**src/rtl/mem_stream_pkg.sv**
```systemverilog
// mem_stream_pkg: CSR map, controller states and burst geometry shared by memory_to_stream.
package mem_stream_pkg;
    typedef logic [1:0] CsrAddr_t;
    localparam CsrAddr_t CSR_LEN = 2'd0;
    localparam CsrAddr_t CSR_ADDR = 2'd1;
    localparam CsrAddr_t CSR_IRQ = 2'd2;
    localparam CsrAddr_t CSR_STATUS = 2'd3;
    typedef enum logic [1:0] {IDLE, ISSUE, DRAIN} state_t;
    localparam int BURST_LEN = 2;
    localparam int BURST_BYTES = 64;
endpackage

```
**src/rtl/sync_fifo.sv**
```systemverilog
// sync_fifo: single-clock FIFO with occupancy count; pop on empty and push on full without pop are dropped.
module sync_fifo #(
    parameter int WIDTH = 512,
    parameter int DEPTH = 8
) (
    input  logic                     clock,
    input  logic                     reset,
    input  logic                     push,
    input  logic [WIDTH-1:0]         push_data,
    input  logic                     pop,
    output logic [WIDTH-1:0]         pop_data,
    output logic                     full,
    output logic                     empty,
    output logic [$clog2(DEPTH):0]   count
);
    localparam int AW = $clog2(DEPTH);
    logic [WIDTH-1:0] mem [DEPTH];
    logic [AW-1:0] wr_ptr, rd_ptr;
    logic do_push, do_pop;
    always_comb begin
        full = count == (AW+1)'(DEPTH);
        empty = count == '0;
        do_pop = pop && !empty;
        do_push = push && (!full || do_pop);
    end
    assign pop_data = mem[rd_ptr];
    always_ff @(posedge clock) begin
        if (reset) begin
            wr_ptr <= '0;
            rd_ptr <= '0;
            count <= '0;
        end else begin
            if (do_push) wr_ptr <= wr_ptr + AW'(1);
            if (do_pop) rd_ptr <= rd_ptr + AW'(1);
            count <= count + (AW+1)'(do_push) - (AW+1)'(do_pop);
        end
    end
    always_ff @(posedge clock) begin
        if (do_push) mem[wr_ptr] <= push_data;
    end
endmodule

```
**src/rtl/memory_to_stream.sv**
```systemverilog
// memory_to_stream: CSR-programmed DMA reading 2-beat 256-bit bursts into a 512-bit stream.
// Completion interrupt is built only with MEMORY_TO_STREAM_IRQ_EN defined; otherwise irq reads 0.
module memory_to_stream
    import mem_stream_pkg::*;
#(
    parameter int FIFO_DEPTH = 8
) (
    input  logic           clock,
    input  logic           reset,
    input  logic           csr_write,
    input  logic           csr_read,
    input  CsrAddr_t       csr_address,
    input  logic [31:0]    csr_writedata,
    output logic [31:0]    csr_readdata,
    output logic           m_read,
    output logic [32:0]    m_address,
    output logic [1:0]     m_burstcount,
    input  logic [255:0]   m_readdata,
    input  logic           m_readdatavalid,
    input  logic           m_waitrequest,
    output logic [511:0]   src_data,
    output logic           src_valid,
    input  logic           src_ready,
    output logic           irq
);
    localparam int CW = $clog2(FIFO_DEPTH);
    state_t state, state_next;
    logic [31:0] issue_cnt, deliver_cnt;
    logic [CW:0] in_flight, fifo_count;
    logic [CW+1:0] occupancy;
    logic [255:0] held_beat;
    logic held, fifo_full, fifo_empty, busy, credit;
    logic len_go, addr_wr, accept, beat, push, pop, last_issue, last_deliver;

    always_comb begin
        len_go = csr_write && csr_address == CSR_LEN && !busy && csr_writedata != '0;
        addr_wr = csr_write && csr_address == CSR_ADDR && !busy;
        // Every accepted burst becomes exactly one element, so this bounds FIFO fill.
        occupancy = (CW+2)'(fifo_count) + (CW+2)'(in_flight);
        credit = occupancy < (CW+2)'(FIFO_DEPTH) && !fifo_full;
        accept = m_read && !m_waitrequest;
        beat = m_readdatavalid && in_flight != '0;
        push = beat && held;
        pop = src_valid && src_ready;
        last_issue = accept && issue_cnt == 32'd1;
        last_deliver = pop && deliver_cnt == 32'd1 && state == DRAIN;
    end

    always_ff @(posedge clock) begin
        state <= reset ? IDLE : state_next;
    end

    always_comb begin
        state_next = state == IDLE ? (len_go ? ISSUE : IDLE) :
                     state == ISSUE ? (last_issue ? DRAIN : ISSUE) :
                     (last_deliver ? IDLE : DRAIN);
    end

    always_comb begin
        busy = state != IDLE;
        m_read = state == ISSUE && credit;
        m_burstcount = 2'(BURST_LEN);
    end

    always_ff @(posedge clock) begin
        if (reset) begin
            m_address <= '0;
            issue_cnt <= '0;
            deliver_cnt <= '0;
            in_flight <= '0;
            held <= 1'b0;
            held_beat <= '0;
            csr_readdata <= '0;
        end else begin
            if (addr_wr) m_address <= {1'b0, csr_writedata};
            else if (accept) m_address <= m_address + 33'(BURST_BYTES);
            if (len_go) begin
                issue_cnt <= csr_writedata;
                deliver_cnt <= csr_writedata;
            end else begin
                if (accept) issue_cnt <= issue_cnt - 32'd1;
                if (pop) deliver_cnt <= deliver_cnt - 32'd1;
            end
            in_flight <= in_flight + (CW+1)'(accept) - (CW+1)'(push);
            if (beat) held <= !held;
            if (beat && !held) held_beat <= m_readdata;
            if (csr_read) csr_readdata <= csr_address == CSR_LEN ? deliver_cnt :
                                         csr_address == CSR_ADDR ? m_address[31:0] :
                                         csr_address == CSR_STATUS ? {30'b0, irq, busy} : '0;
        end
    end

`ifdef MEMORY_TO_STREAM_IRQ_EN
    always_ff @(posedge clock) begin
        if (reset) irq <= 1'b0;
        else if (last_deliver) irq <= 1'b1;
        else if (csr_write && csr_address == CSR_IRQ) irq <= 1'b0;
    end
`else
    assign irq = 1'b0;
`endif

    sync_fifo #(.WIDTH(512), .DEPTH(FIFO_DEPTH)) u_fifo (
        .clock     (clock),
        .reset     (reset),
        .push      (push),
        .push_data ({held_beat, m_readdata}),
        .pop       (pop),
        .pop_data  (src_data),
        .full      (fifo_full),
        .empty     (fifo_empty),
        .count     (fifo_count)
    );
    assign src_valid = !fifo_empty;
endmodule

```
**config.mk**
```make
export PLATFORM = sky130hd
export DESIGN_NAME = memory_to_stream
export DESIGN_NICKNAME = d
export VERILOG_FILES = /design/src/rtl/mem_stream_pkg.sv /design/src/rtl/sync_fifo.sv /design/src/rtl/memory_to_stream.sv
export SDC_FILE = /design/constraint.sdc
export NUM_CORES = 2
export LEC_CHECK = 0
export CORE_UTILIZATION = 50
export CTS_BUF_LIST = sky130_fd_sc_hd__clkbuf_8 sky130_fd_sc_hd__clkbuf_16
export CTS_CLUSTER_SIZE = 28
export DETAILED_ROUTE_END_ITERATION = 6
export DONT_BUFFER_PORTS = 1
export PLACE_DENSITY_LB_ADDON = 0.2
export SLEW_MARGIN = 20
export SYNTH_ARGS = -nofsm -noshare
export SYNTH_HDL_FRONTEND = slang
export SYNTH_HIERARCHICAL = 1
export SYNTH_SLANG_ARGS = --single-unit
```
**constraint.sdc**
```tcl
create_clock -name clock -period 71.4 [get_ports clock]
set_input_delay 14.28 -clock clock [delete_from_list [all_inputs] [get_ports clock]]
set_output_delay 14.28 -clock clock [all_outputs]
set_load 0.05 [all_outputs]
```
# Yosys cells after proc, flatten, opt, wreduce, memory -nomap -nowiden

Memory sizes are Yosys's and may differ from the RTL's. A register that Yosys moved wholly into a read port is not among the register bits.
Index checks and enable logic that the tools add are counted.

Register bits: 402
Memory bits (writable): 4096
Input port bits: 297
Output and inout port bits: 582
Logic and storage cells: 82
Memories kept: 1

Memory list:

| name       | depth | bits a word | rd ports | clocked after Yosys merged registers in | write ports | RTL line        | RTL |
|---|---|---|---|---|---|---|---|
| u_fifo.mem | 8     | 512         | 1        | 1                                       | 1           | sync_fifo.sv:17 | `logic [WIDTH-1:0] mem [DEPTH];` |

Add/subtract/negate cells: 10
$lt $le $gt $ge: 1
Eq/ne operators: 7
Mux-type cells: 18
Reduce and logical (&&, ||, !) cells: 33

Operators by type and width:

| kind                                                       | count |
|---|---|
| two-way mux 32 bit                                         | 8 |
| == test 32 x 1 -> 1 bit, second input constant             | 2 |
| subtractor 32 x 1 -> 32 bit, second input constant         | 2 |
| adder 33 x 7 -> 33 bit, second input constant              | 1 |
| nonzero test 32 bit                                        | 1 |
| logical AND 1 bit                                          | 17 |
| adder 4 x 1 -> 4 bit                                       | 2 |
| two-way mux 2 bit                                          | 4 |
| nonzero test 2 bit                                         | 4 |
| subtractor 4 x 1 -> 4 bit                                  | 2 |
| adder 3 x 1 -> 3 bit, second input constant                | 2 |
| two-way mux 3 bit                                          | 2 |
| adder 4 x 4 -> 5 bit                                       | 1 |
| zero test 1 bit                                            | 5 |
| less-than comparator 5 x 4 -> 1 bit, second input constant | 1 |
| == test 2 x 1 -> 1 bit, second input constant              | 2 |
| == test 2 bit, second input constant                       | 2 |
| == test 4 bit, second input constant                       | 1 |
| zero test 2 bit                                            | 2 |
| zero test 4 bit                                            | 1 |
| two-way mux 1 bit                                          | 4 |
| nonzero test 4 bit                                         | 1 |
| OR reduction 2 bit                                         | 1 |
| logical OR 1 bit                                           | 1 |

# Logic depth before layout (Yosys ltp)

Depth after elaboration: 9
Gate-level depth with buffers: 18
Gate-level depth less buffers: 15

# Modules after synthesis

The synthesis kept the hierarchy.

By module, submodules not included:

| module           | instances | cells an instance | area each (um^2) | sequential area each (um^2) |
|---|---|---|---|---|
| sync_fifo        | 1         | 6007              | 154115.3         | 123258.2 |
| memory_to_stream | 1         | 2020              | 16134.2          | 7847.5 |

# Worst setup path before layout

Ideal clock, no wire load.

Path kind: input-to-reg
From: input port src_ready
To: memory u_fifo.mem[1][0] (enable)
Library setup time: 2.640 ns
Arrival: 63.099 ns
Data required time: 68.760 ns
Slack: 5.661 ns
Stages: 5
Buffers on the path: 1
Cells stage by stage: nor2b_1 clkbuf_1 nor2b_1 nor2_1 nor4_1

Word-level cells in the longest chain between the ends: 6

Ends and longest elaborated chain:

| what                                    | RTL line               | RTL |
|---|---|---|
| from (decl)                             | memory_to_stream.sv:23 | `input logic src_ready,` |
| logical AND 1 bit                       | memory_to_stream.sv:44 | `pop = src_valid && src_ready;` |
| named net pop                           | memory_to_stream.sv:33 | `logic len_go, addr_wr, accept, beat, push, pop, last_issue, last_deliver;` |
| logical AND 1 bit                       | sync_fifo.sv:23        | `do_pop = pop && !empty;` |
| logical OR 1 bit                        | sync_fifo.sv:24        | `do_push = push && (!full \|\| do_pop);` |
| logical AND 1 bit                       | sync_fifo.sv:24        |  |
| two-way mux 1 bit                       | sync_fifo.sv:39        | `if (do_push) mem[wr_ptr] <= push_data;` |
| two-way mux 1 bit (not written as such) | sync_fifo.sv:39        |  |
| to (decl)                               | sync_fifo.sv:17        |  |

The timed path passes the listed nets, and every way through them passes these cells.

==> impl_results.html <==
<table>
<tr><th>Metric</th><th>Value</th></tr>
<tr><th colspan="2">STA</th></tr>
<tr><td>Final Cycle Share</td><td>28.7%</td></tr>
<tr><td>Max Fclk</td><td>48.9 MHz</td></tr>
<tr><td>Final sum of negative setup slack</td><td>0 ns</td></tr>
<tr><td>Setup repair after global routing missed its margin</td><td>no</td></tr>
<tr><td>Final Max Slew Viols</td><td>0</td></tr>
<tr><td>Slew at the pin closest to its max-slew limit</td><td>1.21 ns</td></tr>
<tr><td>Min Tclk post-route</td><td>20.46 ns</td></tr>
<tr><td>Setup-violating endpoint count in the final report</td><td>0</td></tr>
<tr><td>Hold violation total from the final report</td><td>0</td></tr>
<tr><td>Max-Slew Margin vs Limit</td><td>19.5%</td></tr>
<tr><td>Worst setup skew after layout</td><td>0.0547 ns</td></tr>
<tr><th colspan="2">CTS</th></tr>
<tr><td>Later-pin clock latency in the skew report</td><td>0.97 ns</td></tr>
<tr><td>Number of gates resized after cts</td><td>0</td></tr>
<tr><td>Number of levels the H-tree was split into</td><td>5</td></tr>
<tr><td>Clock root buffer</td><td>sky130_fd_sc_hd__clkbuf_16</td></tr>
<tr><td>Post CTS Setup Buffer Count</td><td>0</td></tr>
<tr><td>Clock Sink Count</td><td>4,501</td></tr>
<tr><td>Clock slew seen by the registers of the worst setup and hold paths</td><td>0.06 ns</td></tr>
<tr><td>CTS tree</td><td>done</td></tr>
<tr><td>Num CTS Buffers</td><td>449</td></tr>
<tr><td>Buffer levels on the longest clock path</td><td>4</td></tr>
<tr><td>Hold-fix buffers at CTS</td><td>0</td></tr>
<tr><th colspan="2">Floorplanning</th></tr>
<tr><td>Placeable core region</td><td>0.338 sq mm</td></tr>
<tr><td>Die width</td><td>586 microns</td></tr>
<tr><td>Die footprint</td><td>0.343 sq mm</td></tr>
<tr><td>Effective utilization at floorplan</td><td>50.4%</td></tr>
<tr><td>Chip Height</td><td>586 microns</td></tr>
<tr><td>IO Pins</td><td>879</td></tr>
<tr><td>Number of cell rows</td><td>213</td></tr>
<tr><th colspan="2">Yosys</th></tr>
<tr><td>Total of warnings raised by yosys</td><td>6</td></tr>
<tr><td>Cell taking the most area after synthesis</td><td>sky130_fd_sc_hd__edfxtp_1</td></tr>
<tr><td>Async set-or-reset flop fraction in the synthesized netlist</td><td>0%</td></tr>
<tr><td>Most numerous cell in the Yosys netlist</td><td>sky130_fd_sc_hd__edfxtp_1</td></tr>
<tr><td>Netlist area before placement</td><td>0.170 sq mm</td></tr>
<tr><td>Most instantiated flip-flop cell in the synthesis netlist</td><td>sky130_fd_sc_hd__edfxtp_1</td></tr>
<tr><td>Mean instance size in the synthesized netlist</td><td>21.2 sq um</td></tr>
<tr><td>Yosys cell types</td><td>76</td></tr>
<tr><td>Share of Yosys cell area claimed by the top area cell type</td><td>72.2%</td></tr>
<tr><td>Synth top cells by count</td><td>sky130_fd_sc_hd__edfxtp_1, sky130_fd_sc_hd__mux4_2, sky130_fd_sc_hd__nand2_1</td></tr>
<tr><td>Count of flip-flops with a built-in enable after synthesis</td><td>4,096</td></tr>
<tr><td>Register bit total from synthesis</td><td>4,501</td></tr>
<tr><td>Mapped Cells</td><td>8,027</td></tr>
<tr><td>Fraction of the yosys area taken by sequential cells</td><td>77.0%</td></tr>
<tr><td>Largest cells by area after synthesis</td><td>sky130_fd_sc_hd__edfxtp_1, sky130_fd_sc_hd__mux4_2, sky130_fd_sc_hd__dfxtp_1, sky130_fd_sc_hd__mux2_2, sky130_fd_sc_hd__nand2_1</td></tr>
<tr><th colspan="2">Power and ir drop</th></tr>
<tr><td>Net switching power</td><td>0.00161 W</td></tr>
<tr><td>Power per cell area</td><td>31.7 mW/mm^2</td></tr>
<tr><td>Power Internal</td><td>0.00440 W</td></tr>
<tr><td>Sequential share of power</td><td>48.6%</td></tr>
<tr><td>Worst VDD drop</td><td>0.0270 mV</td></tr>
<tr><td>Total power</td><td>0.00602 W</td></tr>
<tr><td>Combinational group share of total power</td><td>13.5%</td></tr>
<tr><td>Leakage component of the power</td><td>58.2 nW</td></tr>
<tr><td>Clock group share of total power</td><td>38.0%</td></tr>
<tr><td>Net Sw Frac</td><td>26.8%</td></tr>
<tr><th colspan="2">Final layout</th></tr>
<tr><td>Layout cells sized above 1</td><td>27.7%</td></tr>
<tr><td>Core utilization of the finished layout</td><td>56.2%</td></tr>
<tr><td>Post-layout net count</td><td>8,483</td></tr>
<tr><td>Area growth, synth to finish</td><td>11.5%</td></tr>
<tr><th colspan="2">Setup path</th></tr>
<tr><td>Largest delay share family, worst path</td><td>buffers and inverters</td></tr>
<tr><td>Maximum single-stage delay on the critical path</td><td>0.72 ns</td></tr>
<tr><td>Count of buffering cells on the critical path with inverters included</td><td>4</td></tr>
<tr><td>Crit path capture type</td><td>output pin</td></tr>
<tr><td>Number of cells traversed by the worst register-to-register path</td><td>14</td></tr>
<tr><td>Startpoint types</td><td>register</td></tr>
<tr><td>Arrival time at the worst endpoint</td><td>6.18 ns</td></tr>
<tr><td>Critical-path cell list</td><td>buf_12 &gt; buf_12 &gt; buf_12 &gt; buf_12 &gt; mux4_2 &gt; mux2_2</td></tr>
<tr><td>CP Class</td><td>reg -&gt; out</td></tr>
<tr><td>Critical register-to-register path endpoint</td><td>u_fifo/mem[3][3]</td></tr>
<tr><td>Slowest cell on the critical path</td><td>sky130_fd_sc_hd__buf_12</td></tr>
<tr><td>Most numerous cell on the critical path</td><td>sky130_fd_sc_hd__buf_12</td></tr>
<tr><td>CP required</td><td>57.12 ns</td></tr>
<tr><td>Register-to-Register Setup Slack</td><td>64.83 ns</td></tr>
<tr><td>CP max FO</td><td>111</td></tr>
<tr><td>R2r startpoint</td><td>u_fifo/count[3]</td></tr>
<tr><th colspan="2">Run</th></tr>
<tr><td>Max-capacitance violation count</td><td>0</td></tr>
<tr><th colspan="2">Run status</th></tr>
<tr><td>Result of the run</td><td>finished, final reports clean</td></tr>
<tr><th colspan="2">Min path</th></tr>
<tr><td>Kind of path behind the tightest hold check</td><td>reg -&gt; reg</td></tr>
<tr><td>Cells on Worst Hold Path</td><td>2</td></tr>
<tr><td>Worst Min Path Start</td><td>u_fifo/rd_ptr[2]</td></tr>
<tr><th colspan="2">Global route</th></tr>
<tr><td>Via count of the first global-routing pass</td><td>82,202</td></tr>
<tr><td>Largest net degree at the start of global routing</td><td>413</td></tr>
<tr><td>Overall routing resource usage</td><td>22.6%</td></tr>
<tr><td>Global-route wire length before repair</td><td>569 mm</td></tr>
<tr><td>Antenna violations before repair</td><td>1</td></tr>
<tr><td>Total overflow reported by the global router</td><td>0</td></tr>
<tr><th colspan="2">Placed design</th></tr>
<tr><td>Detail Placement HPWL</td><td>213 mm</td></tr>
<tr><td>Routability-driven placement congestion ratio</td><td>0.786</td></tr>
<tr><td>Port-buffer cells</td><td>0</td></tr>
<tr><th colspan="2">Drt</th></tr>
<tr><td>Drt first pass iters</td><td>5</td></tr>
<tr><td>Average routed wire per standard cell</td><td>29.9 microns</td></tr>
<tr><td>Vias</td><td>78,675</td></tr>
<tr><td>Drt initial violations</td><td>6,812</td></tr>
<tr><td>Via count normalized by instance count</td><td>6.02</td></tr>
<tr><td>Total wire length after detailed routing</td><td>391 mm</td></tr>
<tr><td>Routed Antenna Nets</td><td>0</td></tr>
<tr><td>DRC errors left</td><td>0</td></tr>
</table>
## placed cells by master (no fill, tap or decap), drive strengths merged, types with 10 or more instances in the layout
| cell | instances |
|---|---|
| a211oi | 36 |
| a21oi | 323 |
| a31oi | 26 |
| buf | 122 |
| bufinv | 30 |
| clkbuf | 492 |
| clkinv | 170 |
| dfxtp | 405 |
| edfxtp | 4096 |
| ha | 20 |
| inv | 181 |
| mux2 | 544 |
| mux4 | 1024 |
| nand2 | 596 |
| nand3 | 28 |
| nand4 | 16 |
| nor2 | 100 |
| nor2b | 42 |
| nor3 | 24 |
| nor4 | 44 |
| o21ai | 10 |
| o311ai | 22 |
| or3 | 26 |
| or4 | 22 |
| xnor2 | 36 |
## worst reg2reg max path, delay by kind of cell (launching register included)
family / cells / cell delay, ns
compound gates: 1 / 0.35
flops: 1 / 0.36
fa+ha+maj: 1 / 0.22
simple gates: 4 / 0.97
buf+inv: 8 / 4.24
## flip-flops by register name, indices dropped and copies added, names as in the netlist, named ones only
| name | flops |
|---|---|
| u_fifo/mem | 4096 |
| deliver_cnt | 32 |
| in_flight | 4 |
| u_fifo/count | 4 |
| csr_readdata | 32 |
| u_fifo/wr_ptr | 3 |
| held | 1 |
| issue_cnt | 32 |
| m_address | 33 |
| u_fifo/rd_ptr | 3 |
| state | 2 |
| held_beat | 256 |
## worst max-delay path by stage
stage | end | slack, ns | cells past startpoint
floorplan | u_fifo/mem[1][0] | 5.66 | 5
global placement | u_fifo/mem[3][429] | 51.32 | 9
detailed placement | u_fifo/mem[3][251] | 51.34 | 9
CTS | src_data[56] | 50.72 | 6
global route | src_data[56] | 50.40 | 6
finish | src_data[298] | 50.94 | 6
## metrics by stage
stage	instance area (sq um)	cells	hold WS, ns	worst slack, ns
4_1_cts	190000	13075	0.500	50.72
5_1_grt	190000	13076	0.527	50.40
3_5_place_dp	175000	12228	0.488	51.34
6_report	190000	13076	0.499	50.94
3_3_place_gp	175000	12228	0.470	51.32
2_1_floorplan	170000	8028	0.450	5.66
## kinds of logic (layout without fill, tap and decap cells)
logic type,after synthesis,count (layout),share of synthesized area [%]
adders and majority gates,22,22,0.171
xor gates and xnor gates,45,45,0.232
and+or+nand+nor,945,945,2.51
other,2,4,0.00441
AOI/OAI and AO/OA,471,471,1.61
DFF,4501,4501,77.0
buffers and inverters,471,1003,1.31
muxes,1570,1570,17.2
## layer usage
metal / global-route usage, % / up-vias / routed length (microns)
met5: 0 / - / 0
met4: 5.89 / 0 / 9540
met3: 5.02 / 530 / 28300
met2: 37.6 / 2411 / 195000
met1: 30.3 / 42475 / 158000
li1: - / 33259 / -
## cell type report
| type | instances | area (sq um) |
|---|---|---|
| Clock buffer | 492 | 11900 |
| Inverter | 34 | 128 |
| Sequential cell | 4501 | 131000 |
| Antenna cell | 1 | 2.50 |
| Multi-Input combinational cell | 3056 | 37000 |
| Tap cell | 4515 | 5650 |
| Clock inverter | 355 | 2700 |
| Timing Repair Buffer | 122 | 1320 |
| Fill cell | 24826 | 148000 |
## power by group through the flow
stage / Sequential [W] / Combinational [W] / Clock, W
3_5_place_dp: 0.00298 / 0.000818 / 0
5_1_grt: 0.00292 / 0.000837 / 0.00243
2_1_floorplan: 0.00296 / 0.000654 / 0
6_report: 0.00292 / 0.000811 / 0.00228
3_3_place_gp: 0.00297 / 0.000817 / 0
4_1_cts: 0.00292 / 0.000821 / 0.00233
Power figures use the tool's default switching activity.
